===== src/rtl/lcd1602_bus_driver.sv =====
// HD44780 / LCD1602 pin driver: takes one byte per valid/ready handshake and sequences
// rs/data setup, the enable pulse, hold and the controller's execution wait.
module lcd1602_bus_driver #(
  parameter int unsigned DATA_BITS     = 8,
  parameter int unsigned T_POWERON_CYC = 2_000_000,
  parameter int unsigned T_SETUP_CYC   = 4,
  parameter int unsigned T_PULSE_CYC   = 25,
  parameter int unsigned T_HOLD_CYC    = 2,
  parameter int unsigned T_EXEC_CYC    = 2_000,
  parameter int unsigned T_CLEAR_CYC   = 82_000
) (
  input  logic                 clk,
  input  logic                 reset,
  input  logic                 in_valid,
  output logic                 in_ready,
  input  logic                 in_rs,
  input  logic [DATA_BITS-1:0] in_data,
  output logic                 busy,
  output logic                 lcd_rs,
  output logic                 lcd_rw,
  output logic                 lcd_e,
  output logic [DATA_BITS-1:0] lcd_data
);

  localparam int unsigned TMax0 = (T_POWERON_CYC > T_SETUP_CYC) ? T_POWERON_CYC : T_SETUP_CYC;
  localparam int unsigned TMax1 = (TMax0 > T_PULSE_CYC) ? TMax0 : T_PULSE_CYC;
  localparam int unsigned TMax2 = (TMax1 > T_HOLD_CYC) ? TMax1 : T_HOLD_CYC;
  localparam int unsigned TMax3 = (TMax2 > T_EXEC_CYC) ? TMax2 : T_EXEC_CYC;
  localparam int unsigned TMax  = (TMax3 > T_CLEAR_CYC) ? TMax3 : T_CLEAR_CYC;
  localparam int unsigned CntW  = $clog2(TMax) + 1;

  typedef enum logic [2:0] {
    StPowerOn,
    StIdle,
    StSetup,
    StPulse,
    StHold,
    StWait
  } state_e;

  state_e                 state_q, state_d;
  logic [CntW-1:0]        cnt_q, cnt_d;
  logic                   e_q, e_d;
  logic                   rs_q, rs_d;
  logic [DATA_BITS-1:0]   data_q, data_d;
  logic                   long_q, long_d;
  logic                   cnt_zero;
  logic                   is_long_cmd;

  // Clear (0x01) and return home (0x02/0x03) need the long execution wait.
  assign is_long_cmd = ~in_rs && (in_data[DATA_BITS-1:2] == '0) && (in_data != '0);
  assign cnt_zero    = (cnt_q == '0);

  always_ff @(posedge clk or negedge reset) begin
    if (!reset) begin
      state_q <= StPowerOn;
      cnt_q   <= CntW'(T_POWERON_CYC - 1);
      e_q     <= 1'b0;
      rs_q    <= 1'b0;
      data_q  <= '0;
      long_q  <= 1'b0;
    end else begin
      state_q <= state_d;
      cnt_q   <= cnt_d;
      e_q     <= e_d;
      rs_q    <= rs_d;
      data_q  <= data_d;
      long_q  <= long_d;
    end
  end

  always_comb begin
    state_d = state_q;
    cnt_d   = cnt_q;
    e_d     = e_q;
    rs_d    = rs_q;
    data_d  = data_q;
    long_d  = long_q;
    unique case (state_q)
      StPowerOn: begin
        if (cnt_zero) state_d = StIdle;
        else          cnt_d   = cnt_q - CntW'(1);
      end
      StIdle: begin
        e_d = 1'b0;
        if (in_valid) begin
          rs_d    = in_rs;
          data_d  = in_data;
          long_d  = is_long_cmd;
          cnt_d   = CntW'(T_SETUP_CYC - 1);
          state_d = StSetup;
        end
      end
      StSetup: begin
        if (cnt_zero) begin
          e_d     = 1'b1;
          cnt_d   = CntW'(T_PULSE_CYC - 1);
          state_d = StPulse;
        end else begin
          cnt_d = cnt_q - CntW'(1);
        end
      end
      StPulse: begin
        if (cnt_zero) begin
          e_d     = 1'b0;
          cnt_d   = CntW'(T_HOLD_CYC - 1);
          state_d = StHold;
        end else begin
          cnt_d = cnt_q - CntW'(1);
        end
      end
      StHold: begin
        if (cnt_zero) begin
          cnt_d   = long_q ? CntW'(T_CLEAR_CYC - 1) : CntW'(T_EXEC_CYC - 1);
          state_d = StWait;
        end else begin
          cnt_d = cnt_q - CntW'(1);
        end
      end
      StWait: begin
        if (cnt_zero) state_d = StIdle;
        else          cnt_d   = cnt_q - CntW'(1);
      end
      default: begin
        e_d     = 1'b0;
        cnt_d   = CntW'(T_POWERON_CYC - 1);
        state_d = StPowerOn;
      end
    endcase
  end

  // in_ready depends on the state register only, never on in_valid.
  always_comb begin
    in_ready = (state_q == StIdle);
    busy     = (state_q != StIdle);
    lcd_e    = e_q;
    lcd_rs   = rs_q;
    lcd_data = data_q;
    lcd_rw   = 1'b0;
  end

endmodule

===== config.mk =====
export PLATFORM = sky130hd
export DESIGN_NAME = lcd1602_bus_driver
export DESIGN_NICKNAME = d
export VERILOG_FILES = /design/src/rtl/lcd1602_bus_driver.sv
export SDC_FILE = /design/constraint.sdc
export NUM_CORES = 1
export LEC_CHECK = 0
export CAP_MARGIN = 20
export CORE_MARGIN = 2
export CORE_UTILIZATION = 35
export DETAILED_ROUTE_END_ITERATION = 12
export PLACE_DENSITY = 0.62
export SYNTH_ARGS = -nofsm -noshare
export SYNTH_HDL_FRONTEND = slang
export SYNTH_SLANG_ARGS = --single-unit

===== constraint.sdc =====
create_clock -name clk -period 2.6 [get_ports clk]
set_clock_uncertainty 0.1 [all_clocks]
set_input_delay 0.52 -clock clk [delete_from_list [all_inputs] [get_ports clk]]
set_output_delay 0.52 -clock clk [all_outputs]
set_load 0.05 [all_outputs]

Word level (Yosys, flattened, before mapping)
Index checks and enable logic that the tools add are counted.

Register bits after elaboration: 36. Input bits: 12. Output and inout port bits: 13. Logic and storage cells: 49.

$add $sub $neg: 1. Equal/unequal tests: 12. Multiplexer cells: 16. Bitwise gates (word level): 2. Reduce and logical (&&, ||, !) cells: 12.

Operators by type and width (number): 22-bit two-way mux (5); 22-bit one-hot mux with 5 select lines (1); 22-bit logical NOT (1); 22-bit by 1-bit subtractor with 22-bit output (second input constant) (1); 17-bit two-way mux (1); 3-bit two-way mux (5); 3-bit one-hot mux with 5 select lines (1); 2-bit inequality test (second input constant) (5); 8-bit nonzero test (1); 3-bit by 2-bit == test with 1-bit output (second input constant) (2); 3-bit == test (second input constant) (2); 6-bit logical NOT (1); 5-bit AND reduction (1); 2-bit AND reduction (2); 3-bit by 1-bit == test with 1-bit output (second input constant) (1); 3-bit logical NOT (1); 3-bit by 1-bit inequality test with 1-bit output (second input constant) (1); 1-bit one-hot mux with 3 select lines (1); 3-bit AND reduction (1); 3-bit OR reduction (1); 1-bit logical AND (2); 1-bit two-way mux (2); 2-bit by 1-bit inequality test with 1-bit output (second input constant) (1); 1-bit inverter (2); 2-bit OR reduction (1).

Depth between registers and ports, before layout
Gate-level depths: netlist of run 1.

Depth in word-level cells: 4. Depth in mapped cells: 10.

Worst setup path after synthesis of run 1
No wires, ideal clock.

Kind: register to register. Start: register cnt_q[12]. End: register cnt_q[20]. Setup time: 0.079 ns. Data arrival time: 2.530 ns. Required time: 2.421 ns. Setup slack: -0.110 ns. Cell stages (with the launch flop): 10. Path buffers: 4. Cell sequence: dfrtp_1 -> buf_2 -> or4_1 -> clkbuf_1 -> nor4_4 -> nand4_1 -> a311o_1 -> buf_6 -> buf_6 -> a22o_1.

Cells in the longest elaborated chain, start to end: 3.

RTL lines: start, declared (RTL line 42) `logic [CntW-1:0] cnt_q, cnt_d;`; start signal, assigned (RTL line 57) `cnt_q <= CntW'(T_POWERON_CYC - 1);`; start signal, assigned (RTL line 64) `cnt_q <= cnt_d;`; 22-bit by 1-bit subtractor with 22-bit output or 22-bit logical NOT (tied branches); 22-bit two-way mux, or another cell as far along (RTL line 81, 121); 22-bit one-hot mux with 5 select lines or 2-bit AND reduction (tied branches).

Several ways; a longest one is shown, not always the timed one. The select of a mux whose other input is x is not followed. A chain may end at the register's enable or synchronous reset.

Worst setup path in the final report of run 1
Start: register cnt_q[0]. End: register cnt_q[10].

Same word-level chain as after synthesis.

==> results.cfg, run 1 <==
[status]
status = finished, final reports clean

[die]
start_util_pct = 36.7
die_h_um = 88.9
core_area_um2 = 6870
dieWidth_um = 88.9
rows = 30
io_pins = 25
die_area_um2 = 7900

[finish]
nNetsFinal = 381
stdcell_count = 464
area_growth_pct = 31.4
drive_gt1_share_pct = 28.3
antenna_cells = 0
fill_cells = 663

[detailed_routing]
drt_wl_total_mm = 8.41
drt_pass1_iterations = 6
wl_per_cell_um = 18.1
vias = 2751
routed_via_density = 5.93
postRouteAntennaNets = 0
drtIter0Drc = 397
drc_errors = 0

[critical_path]
worstRegToRegCells = 8
arrival_ns = 2.65
critPathRequiredTime_ns = 2.73
worstSetupPathType = reg2reg
setup.worst_path.end_class = flop
worstPathMaxFanout = 3
r2r_setup_slack_ns = 0.08
start_kind = flop
reg2reg_to = cnt_q[10]
worstReg2RegStart = cnt_q[0]
crit_path_end = cnt_q[10]
crit_start = cnt_q[0]

[power]
ir_drop_mv = 0.187
power_density_nw_per_um2 = 312
total_leakage_power_nw = 1.34
finalPower_w = 0.00103

[global_routing]
grt_max_degree = 37
grt_use_total_pct = 22.8
first_global_vias = 2673
grt-ovfl-total = 0
grt_pass1_wl_mm = 13.8
antenna_found_initial = 0

[sta]
fmax_ghz = 0.396
maxSlewViolCount = 0
fin_crit_sh_pct = 97.1
hold_viol = 0
setup_viol = 0
post-route-min-period_ns = 2.52
worstMarginPinSlew_ns = 0.841
maxSlewHeadroom_pct = 43.9
rsz0062_at_grt = true

[synthesis]
yosys_most_used_dff = dfrtp_1
syn-num-nets = 320
yosysSeqAreaShare_pct = 36.4
synth_edf_count = 0
synthCells = 306
ys_ff_latch = 36
yosysUniqueCellTypes = 56
async_reset_ff_share_pct = 100
syn_avg_cell_area_um2 = 8.24
synth_area_um2 = 2520
synth_area_leaders = dfrtp_1, dfstp_2, o21ai_0, nor2_1, nor3_1
synth_largest_area_cell = dfrtp_1
synth_top_cell_area_share_pct = 22.8
yosys_warnings = 0

[clocking]
cts_tree = yes
path_clk_slew_ns = 0.09
cts_max_level = 2
cts_root_buf = clkbuf_8
clk_path_buf_depth = 2
clock_sinks = 36
cts_made_buffers = 5
clock_latency_ns = 0.30

[place]
port_buffers = 23
hpwlAfterDp_mm = 6.28
dp.cells = 455
gp_routability_congestion = 0.929

[run]
max_cap_viol_count = 0

[worst_hold_path]
hold_class = in2async
## metrics by stage
stage          setup WS, ns  setup TNS (ns)  utilization, %  cell area (um2)  hold WS [ns]
4_1_cts             0.00842               0            47.4             3250         0.254
5_1_grt             -0.0180         -0.0473            48.2             3310         0.288
2_1_floorplan        -0.102          -0.946               -             2530         0.124
6_report             0.0753               0            48.2             3310         0.212
3_5_place_dp        -0.0285         -0.0297            45.9             3150         0.369
3_3_place_gp        -0.0374          -0.105            45.9             3150         0.373
## cell usage after synthesis (all sizes together), types with 5 or more instances
cell type,instances
nand2,18
a21oi,18
nor4,8
nor3,25
nand4,5
mux2,10
nor2,35
inv,9
dfrtp,23
o21ai,28
dfstp,13
clkbuf,13
buf,8
o2bb2ai,6
nand3,12
or3,7
## power breakdown
part	internal [W]	switching [W]
Combinational	0.0000177	0.0000237
Sequential	0.000561	0.00000185
Clock	0.000190	0.000239
Total	0.000769	0.000264
## cell families after synthesis
group                    share of synthesized area (%)
adder cells (fa/ha/maj)                          0.992
AO/OA/AOI/OAI                                     24.5
other                                            0.149
XOR/XNOR                                          1.74
AND/OR/NAND/NOR                                   26.2
flip-flops                                        36.4
buffers and inverters                             5.56
multiplexers                                      4.47
## placed cells by master (no fill, tap or decap), drive strengths merged, types with 3 or more instances in the layout
master,Yosys,final
a21oi,18,18
a22o,3,3
a311oi,4,4
a31oi,3,3
buf,8,55
clkbuf,13,5
clkdlybuf4s50,0,20
dfrtp,23,23
dfstp,13,13
inv,9,9
mux2,10,10
nand2,18,18
nand2b,3,3
nand3,12,12
nand4,5,5
nor2,35,35
nor2b,3,3
nor3,25,25
nor4,8,8
o211ai,3,3
o21ai,28,28
o2bb2ai,6,6
o31ai,3,3
o41ai,4,4
or3,7,7
or4,4,4
xnor2,4,4
## cell type report
type	count	area, um2	share of cell area (%)
clock buffer	5	68.8	2.08
clock inverter	3	23.8	0.718
multi-input combinational	239	1520	45.9
timing repair buffer	75	623	18.8
sequential	36	917	27.7
tap	96	120	3.63
inverter	10	37.5	1.13
## critical path, cell delays in order (launching register included)
cell and delay (ns):
dfstp_2 0.37, inv_1 0.11, ha_1 0.18, or4b_2 0.67, nor3_2 0.17, xnor2_1 0.18, a21oi_1 0.10, o211a_1 0.21
o32a_1 0.36
## flip-flops by register name, summed over array words and instances, names as in the netlist
name      flops
cnt_q        22
lcd_rs        1
lcd_e         1
long_q        1
lcd_data      8
state_q       3
## worst min path at each step
stage               from  cells after the start         to  slack [ns]
3_5_place_dp   cnt_q[11]                      1  cnt_q[11]        0.37
5_1_grt            reset                      1      lcd_e        0.29
2_1_floorplan      reset                      0  cnt_q[11]        0.12
6_report           reset                      1  cnt_q[21]        0.21
4_1_cts            reset                      1      lcd_e        0.25
3_3_place_gp   cnt_q[15]                      1  cnt_q[15]        0.37
## metal layers
metal	share of wire [%]	wire length, um	vias up	global-route usage (%)
met5	0	0	-	0
met3	8.5	712	13	3.82
met2	46	3880	131	35.4
met1	44	3670	1328	31.5
met4	1.8	155	0	9.09
li1	-	-	1279	-
## repair_timing
| item | in CTS | in global routing |
|---|---|---|
| setup endpoints to repair | 6 | 23 |
| resized for setup | 2 | 14 |
| hold buffers | 0 | 0 |
| setup buffers | 0 | 1 |
| pin swaps | 0 | 3 |
Power figures use the tool's default switching activity.
==> run 2, diff against run 1 <==
PLACE_DENSITY = 0.6   (was 0.62)
clock period = 3.05 ns   (was 2.6 ns; I/O delays follow)
==> run 2 against run 1 <==
Total power fell by 15%. Routed wire length down 1.4%. Cell area is 8.5% lower. Maximum frequency is 11% lower. Sequential power fell by 15%. Flip-flop and latch count unchanged. Setup slack better by 0.13 ns. Sequential share of layout area is 2.6 points higher. Core utilization fell by 4.1 points. Die area unchanged. Critical endpoint is now cnt_q[21].
==> results.cfg, run 2 (same netlist as run 1, synthesis figures left out) <==
[detailed_routing]
drt_wl_total_mm = 8.30
vias = 2637
drt_pass1_iterations = 5
routed_via_density = 6.05
drc_errors = 0
postRouteAntennaNets = 0
wl_per_cell_um = 19.0
drtIter0Drc = 231

[place]
dp.cells = 428
gp_routability_congestion = 1.01
port_buffers = 23
hpwlAfterDp_mm = 6.07

[finish]
antenna_cells = 0
stdcell_count = 436
largest_register_ffs = 22
final_common_cell = nor2_1
largest_register = cnt_q
nNetsFinal = 353
area_growth_pct = 20.2
drive_gt1_share_pct = 18.8
final_cell_mix = nor2_1, o21ai_0, nor3_1, buf_4, dfrtp_1
final_util_pct = 44.1

[critical_path]
critPathRequiredTime_ns = 3.20
crit_chain = inv_1, ha_1, or3b_2, nor2_2, nand4_1, a311o_1, buf_4, a31oi_1, o21a_1
crit_start = cnt_q[0]
reg2reg_to = cnt_q[21]
crit_family = simple AND/OR/NAND/NOR gates
setup.worst_path.end_class = flop
crit_path_max_incr_delay_ns = 0.51
crit_buf_inv = 2
worstPathMaxFanout = 10
worstRegToRegCells = 9
arrival_ns = 2.99
worstReg2RegStart = cnt_q[0]
worstSetupPathType = reg2reg
slowest_stage = a311o_1
r2r_setup_slack_ns = 0.21
start_kind = flop

[sta]
worstMarginPinSlew_ns = 0.840
rsz0062_at_grt = false
maxSlewHeadroom_pct = 44.0
fmax_ghz = 0.352
fin_setup_tns_ns = 0
setup_viol = 0
fin_crit_sh_pct = 93.1
maxSlewViolCount = 0
hold_viol = 0
post-route-min-period_ns = 2.84

[clocking]
clk_path_buf_depth = 2
clock_latency_ns = 0.31
clock_sinks = 36
cts_root_buf = clkbuf_8
cts_tree = yes
hold_buffers = 0
path_clk_slew_ns = 0.08
cts_max_level = 2
cts_made_buffers = 5

[global_routing]
grt-ovfl-total = 0
grt_use_total_pct = 22.6
grt_pass1_wl_mm = 13.3
first_global_vias = 2507
antenna_found_initial = 0
grt_max_degree = 37

[die]
rows = 30
die_area_um2 = 7900
dieWidth_um = 88.9
io_pins = 25
core_area_um2 = 6870
die_h_um = 88.9
start_util_pct = 36.7

[worst_hold_path]
hold_class = in2async

[status]
status = finished, final reports clean

[power]
power_density_nw_per_um2 = 288
ir_drop_mv = 0.173
total_leakage_power_nw = 1.20

[run]
max_cap_viol_count = 0
[run 2: worst reg2reg max path, cell delays in order (launching register included)]
cell and delay, ns:
dfstp_2 0.40, inv_1 0.16, ha_1 0.19, or3b_2 0.47, nor2_2 0.27, nand4_1 0.17
a311o_1 0.51, buf_4 0.22, a31oi_1 0.15, o21a_1 0.14
[run 2: cell type report]
cell class                      count  area, um2
Tap cell                           96        120
Fill cell                         691       3840
Sequential cell                    36        917
Multi-Input combinational cell    239       1470
Clock buffer                        5       68.8
Inverter                           10       37.5
Clock inverter                      3       18.8
Timing Repair Buffer               47        403
[run 2: worst max path at each step]
stage / to / slack, ns / cells past startpoint
after floorplan: cnt_q[20] / 0.34 / 9
after global placement: cnt_q[21] / 0.14 / 9
after detailed placement: cnt_q[21] / 0.11 / 9
after CTS: cnt_q[21] / 0.09 / 9
after global routing: cnt_q[21] / 0.04 / 9
final: cnt_q[21] / 0.21 / 9
[run 2: repair_timing]
item	in CTS	in global routing
resized for setup	0	1
setup endpoints to repair	0	8
setup buffers	0	0
[run 2: where the power goes]
part | internal [W] | switching, W | leakage, nW
logic | 0.0000143 | 0.0000200 | 0.732
registers | 0.000478 | 0.00000126 | 0.423
clock network | 0.000159 | 0.000201 | 0.0479
total | 0.000652 | 0.000222 | 1.20
[run 2: routing by layer]
layer / wire length [um] / share of wire (%) / track usage [%]
met2: 3580 / 43 / 32.4
met1: 3630 / 44 / 31.6
met4: 354 / 4.3 / 11.3
met3: 733 / 8.8 / 5.50
met5: 0 / 0 / 0
[run 2: per-stage QoR]
| stage | power [W] | hold WS, ns | setup WS [ns] | cell area (um2) |
|---|---|---|---|---|
| after floorplan | 0.000497 | 0.214 | 0.340 | 2520 |
| after CTS | 0.000880 | 0.344 | 0.0935 | 3030 |
| after global placement | 0.000523 | 0.373 | 0.138 | 2940 |
| after global routing | 0.000903 | 0.381 | 0.0356 | 3030 |
| after detailed placement | 0.000524 | 0.381 | 0.106 | 2940 |
| final | 0.000874 | 0.308 | 0.210 | 3030 |
